--- config.mk ---
export PLATFORM = sky130hd
export DESIGN_NAME = rca_sequencer
export DESIGN_NICKNAME = d
export VERILOG_FILES = /design/src/rtl/rca_sequencer.sv
export SDC_FILE = /design/constraint.sdc
export NUM_CORES = 1
export LEC_CHECK = 0
export CAP_MARGIN = 0
export CORE_MARGIN = 2
export CORE_UTILIZATION = 40
export CTS_BUF_LIST = sky130_fd_sc_hd__clkbuf_2
export DETAILED_ROUTE_END_ITERATION = 8
export PLACE_DENSITY = 0.65
export SLEW_MARGIN = 20
export SYNTH_ARGS = -nofsm -noshare
export SYNTH_HDL_FRONTEND = slang
export SYNTH_HIERARCHICAL = 1
export SYNTH_SLANG_ARGS = --single-unit
export TNS_END_PERCENT = 20
--- constraint.sdc ---
create_clock -name clk -period 2.48 [get_ports clk]
set_input_delay 0.496 -clock clk [delete_from_list [all_inputs] [get_ports clk]]
set_output_delay 0.496 -clock clk [all_outputs]
set_load 0.02 [all_outputs]
--- src/rtl/rca_sequencer.sv ---
// Bit-serial-by-nibble adder/subtractor: one shared 4-bit ripple-carry adder
// is reused across NIBBLES cycles, LSB nibble first.

module rca (
   input  logic [3:0] a,
   input  logic [3:0] b,
   input  logic       cin,
   output logic [3:0] sum,
   output logic       cout
);
   logic [4:0] total;

   assign total = {1'b0, a} + {1'b0, b} + {4'b0000, cin};
   assign sum   = total[3:0];
   assign cout  = total[4];
endmodule

module rca_sequencer #(
   parameter int NIBBLES = 4
) (
   input  logic                   clk,
   input  logic                   rst_n,
   input  logic                   start,
   input  logic                   sub,
   input  logic [4*NIBBLES-1:0]   op_a,
   input  logic [4*NIBBLES-1:0]   op_b,
   output logic                   busy,
   output logic                   done,
   output logic [4*NIBBLES-1:0]   result,
   output logic                   carry_out,
   output logic                   overflow
);
   localparam int W     = 4 * NIBBLES;
   localparam int IDX_W = $clog2(NIBBLES);
   localparam logic [IDX_W-1:0] LAST_IDX = IDX_W'(NIBBLES - 1);

   typedef enum logic [1:0] {
      IDLE = 2'd0,
      RUN  = 2'd1,
      DONE = 2'd2
   } state_t;

   state_t           state_q;
   logic [W-1:0]     a_q;
   logic [W-1:0]     b_q;
   logic [W-1:0]     result_q;
   logic [IDX_W-1:0] idx_q;
   logic             sub_q;
   logic             carry_q;
   logic             busy_q;
   logic             done_q;
   logic             carry_out_q;
   logic             overflow_q;

   logic [3:0]       nib_a;
   logic [3:0]       nib_b;
   logic [3:0]       rca_sum;
   logic             rca_cout;
   logic             ovf_d;

   assign nib_a = a_q[4*int'(idx_q) +: 4];
   assign nib_b = b_q[4*int'(idx_q) +: 4];

   rca u_rca (
      .a    (nib_a),
      .b    (nib_b),
      .cin  (carry_q),
      .sum  (rca_sum),
      .cout (rca_cout)
   );

   // Signed overflow: operands agree in sign but the final sum bit does not.
   assign ovf_d = (a_q[W-1] == b_q[W-1]) && (rca_sum[3] != a_q[W-1]);

   // NOTE: reset is sampled on the clock edge only, so rst_n sits in the
   // body of the clocked block rather than in its sensitivity list.
   always_ff @(posedge clk) begin
      if (!rst_n) begin
         // NOTE: state uses non-blocking assignments so every register
         // updates from pre-edge values, independent of statement order.
         state_q     <= IDLE;
         a_q         <= '0;
         b_q         <= '0;
         result_q    <= '0;
         idx_q       <= '0;
         sub_q       <= 1'b0;
         carry_q     <= 1'b0;
         busy_q      <= 1'b0;
         done_q      <= 1'b0;
         carry_out_q <= 1'b0;
         overflow_q  <= 1'b0;
      end else begin
         case (state_q)
            IDLE, DONE: begin
               done_q <= 1'b0;
               if (start) begin
                  a_q     <= op_a;
                  b_q     <= sub ? ~op_b : op_b;
                  sub_q   <= sub;
                  carry_q <= sub;
                  idx_q   <= '0;
                  busy_q  <= 1'b1;
                  state_q <= RUN;
               end else begin
                  state_q <= IDLE;
               end
            end

            RUN: begin
               result_q[4*int'(idx_q) +: 4] <= rca_sum;
               carry_q <= rca_cout;
               idx_q   <= idx_q + IDX_W'(1);
               if (idx_q == LAST_IDX) begin
                  state_q     <= DONE;
                  busy_q      <= 1'b0;
                  done_q      <= 1'b1;
                  carry_out_q <= rca_cout;
                  overflow_q  <= ovf_d;
               end
            end

            default: begin
               state_q <= IDLE;
               busy_q  <= 1'b0;
               done_q  <= 1'b0;
            end
         endcase
      end
   end

   // The first nibble of every operation must see the subtract flag as cin.
   always_ff @(posedge clk) begin
      if (rst_n && state_q == RUN && idx_q == '0)
         assert (carry_q == sub_q);
   end

   assign busy      = busy_q;
   assign done      = done_q;
   assign result    = result_q;
   assign carry_out = carry_out_q;
   assign overflow  = overflow_q;
endmodule

After elaboration in Yosys (flattened, before gate mapping)
Index checks and enable logic that the tools add are counted.
{"block": "classes", "n_addsub": 4, "eq_ne": 7, "n_shift": 4, "muxes": 12, "n_bitwise": 1, "reduce_logical": 9}
{"op": "$neg A4 Y33", "n": 1}
{"op": "$shift A4 B33 Y16 const A", "n": 1}
{"op": "$shiftx A4 B33 Y16", "n": 1}
{"op": "$shiftx A16 B5 Y4", "n": 2}
{"op": "$bwmux W16", "n": 1}
{"op": "$mux W16", "n": 1}
{"op": "$not A16 Y16", "n": 1}
{"op": "$reduce_and A2 Y1", "n": 5}
{"op": "$pmux W2 S2", "n": 2}
{"op": "$add A4 B4 Y5", "n": 1}
{"op": "$add A5 B1 Y5", "n": 1}
{"op": "$eq A2 B2 Y1 const B", "n": 2}
{"op": "$mux W1", "n": 4}
{"op": "$mux W2", "n": 2}
{"op": "$ne A2 B2 Y1 const B", "n": 2}
{"op": "$pmux W1 S2", "n": 2}
{"op": "$add A2 B1 Y2 const B", "n": 1}
{"op": "$eq A2 B1 Y1 const B", "n": 1}
{"op": "$logic_not A2 Y1", "n": 1}
{"op": "$reduce_bool A2 Y1", "n": 1}
{"op": "$reduce_or A2 Y1", "n": 1}
{"op": "$eq A1 B1 Y1", "n": 1}
{"op": "$logic_and A1 B1 Y1", "n": 1}
{"op": "$ne A1 B1 Y1", "n": 1}
{"block": "totals", "ff_bits": 57, "input_bits": 36, "out_inout_bits": 20, "wordCells": 47}

Longest topological paths before layout
{"block": "logic_depth", "depth_word": 5, "mapped_depth": 10, "depth_no_buf": 9}

Modules after synthesis
Netlist, hierarchy kept.
{"mod": "rca_sequencer", "n_inst": 1, "cells_per_inst": 263, "area_per_inst_um2": 2526.2, "seq_area_each_um2": 1141.1}
{"mod": "rca", "n_inst": 1, "cells_per_inst": 16, "area_per_inst_um2": 143.9, "seq_area_each_um2": 0.0}

Worst setup path before layout
Ideal clock, no wire load.
{"block": "synth_timing", "path_type": "register to register", "start": "register idx_q[0]", "end": "register carry_q", "setup_ps": 128, "t_arrival_ps": 2143, "required_time_ps": 2352, "slack_ps": 209, "stages_incl_launch_ff": 11, "n_path_buf": 1, "period_less_slack_ps": 2271, "path_cell_list": "dfxtp_1 buf_4 mux4_2 fa_1 inv_1 fa_1 nor2b_1 o21ai_0 nand2b_1 o21ai_0 a31oi_1"}
{"block": "synth_between", "elab_chain_cells": 4, "elab_cells_between_ends": 5, "cone_classes": "add/sub: 2; shift: 2; mux: 1"}
{"item": "from (decl)", "line": "47", "rtl": "logic [IDX_W-1:0] idx_q;"}
{"item": "from (signal assigned)", "line": "112", "rtl": "idx_q <= idx_q + IDX_W'(1);"}
{"item": "$shiftx A16 B5 Y4", "line": "61", "rtl": "assign nib_a = a_q[4*int'(idx_q) +: 4];"}
{"item": "net nib_a[0]", "line": "55", "rtl": "logic [3:0] nib_a;"}
{"item": "$add A4 B4 Y5", "line": "13", "rtl": "assign total = {1'b0, a} + {1'b0, b} + {4'b0000, cin};"}
{"item": "$add A5 B1 Y5", "line": "13"}
{"item": "net rca_cout", "line": "58", "rtl": "logic rca_cout;"}
{"item": "$pmux W1 S2", "line": "93", "rtl": "case (state_q)"}
{"item": "to (signal assigned)", "line": "100", "rtl": "carry_q <= sub;"}
{"item": "to (signal assigned)", "line": "111", "rtl": "carry_q <= rca_cout;"}
{"item": "to (decl)", "line": "49", "rtl": "logic carry_q;"}
The timed path passes the listed nets, and every way through them passes these cells.
A chain may end at the register's enable or synchronous reset.

Final worst setup path
{"block": "layout_timing", "start": "register idx_q[0]", "end": "register result_q[15], in the netlist result[15]"}
{"block": "layout_between", "elab_chain_cells": 5, "elab_cells_between_ends": 8, "cone_classes": "add/sub: 3; shift: 4; mux: 1"}
{"item": "$shiftx A16 B5 Y4", "line": "61"}
{"item": "net nib_a[1]", "line": "55"}
{"item": "$add A4 B4 Y5", "line": "13"}
{"item": "$add A5 B1 Y5", "line": "13"}
{"item": "net rca_sum[3]", "line": "57", "rtl": "logic [3:0] rca_sum;"}
{"item": "$shiftx A4 B33 Y16", "line": "110", "rtl": "result_q[4*int'(idx_q) +: 4] <= rca_sum;"}
{"item": "$bwmux W16", "line": "110"}
{"item": "to (signal, indexed assignment)", "line": "110"}
{"item": "to (decl)", "line": "46", "rtl": "logic [W-1:0] result_q;"}
The timed path passes the listed nets, and every way through them passes these cells.

==> impl_metrics.tcl <==
set metrics [dict create \
    dp_hpwl_um 4130 \
    die_width_um 85.7 \
    final-hold-violation-count 0 \
    synth-edff-count 0 \
    port_buffers 55 \
    synth-xor-area-share_pct 5.90 \
    ys_warn_count 6 \
    wl_per_cell_um 13.2 \
    dr.pass1.iters 4 \
    stdcell_count 415 \
    antenna_cells 0 \
    synth.distinct_cells 31 \
    final_common_cell "nand2_1" \
    p_leak_uw 0.00142 \
    gp_congestion 0.833 \
    rsz0062_at_grt "no" \
    setup-violations-final 0 \
    h-tree-depth 3 \
    syn_nets 325 \
    clkTransAtPathRegs_ns 0.14 \
    grt_pass1_wl_um 9720 \
    final_cell_mix "71 x nand2_1, 56 x dfxtp_1, 54 x clkdlybuf4s50_1" \
    fin_skew_ns 0.0163 \
    die_area_sq_um 7340 \
    core_area_sq_um 6390 \
    nets 379 \
    cts_buffers 9 \
    max_freq_ghz 0.436 \
    critPathCaptureType "flip-flop" \
    grt_overflow 0 \
    rows 29 \
    synth_area_sq_um 2670 \
    fin_crit_sh_pct 92.5 \
    min_path_type "flip-flop to flip-flop" \
    root_buffer "clkbuf_2" \
    yosys.area_share.simple_pct 16.6 \
    path_class "flip-flop to flip-flop" \
    fillers 612 \
    wirelength_um 5480 \
    crit_arrival_ns 2.70 \
    finalCriticalPeriod_ns 2.29 \
    crit_fanout 11 \
    ir_worst_vdd_mv 0.313 \
    postCtsHoldBufs 0 \
    clkLatencyLatePin_ns 0.48 \
    required_ns 2.88 \
    drc 0 \
    antenna_found_initial 0 \
    synth_compound_area_share_pct 17.2 \
    synth-seq-cells 57 \
    clock_sinks 57 \
    maxCapViolCount 0 \
    fin_tns_setup_ns 0 \
    final_layout_size_suffix_gt1_share_pct 10.7 \
    synth-main-ff-cell "dfxtp_1" \
    dp.cells 399 \
    drtIter0Drc 70 \
    drtAntennaViolNets 0 \
    start_util_pct 41.8 \
    synth-seq-area-share_pct 42.7 \
    io_pins 56 \
    synthMuxAreaShare_pct 7.12 \
    cts_buffer_depth 2 \
    slew_headroom_pct 64.9 \
    synth_cells 279 \
    fp.dieH_um 85.7 \
    status "finished, final reports clean" \
    grt_pass1_vias 2136 \
    grtUsageTotal_pct 16.8 \
    async_flop_share_pct 0 \
    grt_max_degree 37 \
    post_synth_fa_ha_maj_area_fraction_pct 5.25 \
    areaGrowthSynthToFinish_pct 26.2 \
    cts_tree "built" \
    p_per_area_nw_per_um2 531 \
    slew_violations 0 \
    syn_area_per_cell_sq_um 9.57 \
    critPathLaunchType "flip-flop" \
    tightest_slew_ns 0.526 \
    synth_top_family_by_area "compound AO/OA/AOI/OAI gates" \
    via_per_inst 5.13 \
    vias 2130 \
]
## repair_timing
action                     in CTS  in global routing
buffers inserted                0                  0
gates resized for setup         0                  4
setup endpoints to repair       0                 10
## worst paths after layout
kind	startpoint	end	slack, ns	cells after the start
worst max-delay path	idx_q[0]	result[15]	0.19	8
worst min register to register	a_q[14]	a_q[14]	0.47	2
worst max register to register	idx_q[0]	result[15]	0.19	8
worst min-delay path	a_q[14]	a_q[14]	0.47	2
## cells by family after synthesis
logic type,after synthesis
compound gates,61
xor+xnor,18
fa+ha+maj,10
buf+inv,27
flops,57
mux,9
simple gates,97
## routing by layer
layer / part of all wire, % / GRT usage [%]
met1: 46 / 20.3
met3: 5.2 / 5.87
met4: 2.0 / 5.77
met2: 47 / 27.7
met5: 0 / 0
## state kept, by name, summed over array words and instances (netlist names)
name,cells
done,1
busy,1
carry_out,1
b_q,16
a_q,16
carry_q,1
idx_q,2
state_q,2
overflow,1
result,16
## power by group
group          total, uW  switching [uW]  internal, uW
logic                345             162           182
clock network        447             318           129
registers            999            32.9           966
total               1790             513          1280
## worst max-delay path, cell delays in order (launching register included)
cell and delay (ns):
dfxtp_4 0.40, buf_6 0.17, mux4_2 0.53, ha_1 0.31
a21o_1 0.17, a21oi_2 0.14, xnor2_1 0.17, nand2_1 0.16
o22ai_1 0.19
## cells in the mapped netlist (2+ instances only)
cell | number | area (sq um)
nor2_1 | 5 | 18.8
a21boi_0 | 17 | 128
clkbuf_1 | 6 | 22.5
mux4_2 | 8 | 180
xnor2_1 | 18 | 158
o21ai_0 | 6 | 30.0
nand4_1 | 2 | 12.5
inv_1 | 6 | 22.5
o22ai_1 | 16 | 100
o211a_1 | 16 | 160
buf_6 | 2 | 22.5
nor2b_1 | 4 | 25.0
ha_1 | 8 | 100
and2_1 | 2 | 12.5
nand2_1 | 71 | 267
buf_2 | 11 | 55.1
nand3_1 | 2 | 10.0
nand3b_1 | 2 | 15.0
nand2b_1 | 3 | 18.8
fa_1 | 2 | 40.0
dfxtp_1 | 57 | 1140
and3b_1 | 4 | 35.0
buf_4 | 2 | 15.0
a31oi_1 | 2 | 12.5
## final cells by class
| class | count | area [sq um] | area share, % |
|---|---|---|---|
| Multi-Input combinational cell | 195 | 1400 | 41.5 |
| Sequential cell | 57 | 1140 | 34.0 |
| Timing Repair Buffer | 64 | 629 | 18.7 |
| Tap cell | 77 | 96.3 | 2.86 |
| Clock buffer | 11 | 55.1 | 1.63 |
| Clock inverter | 5 | 22.5 | 0.668 |
| Inverter | 6 | 22.5 | 0.668 |
## through the flow
step | total power [uW] | hold slack [ns] | util (%) | setup slack [ns] | area (sq um)
3_5_place_dp | 1370 | 0.455 | 51.4 | 0.0681 | 3280
3_3_place_gp | 1360 | 0.455 | 51.4 | 0.126 | 3280
4_1_cts | 1810 | 0.475 | 52.6 | 0.0354 | 3360
2_1_floorplan | 1240 | 0.440 | - | 0.209 | 2670
6_report | 1790 | 0.470 | 52.8 | 0.186 | 3370
5_1_grt | 1900 | 0.502 | 52.8 | 0.00708 | 3370
Note: power is estimated with default switching activity, not from simulation.
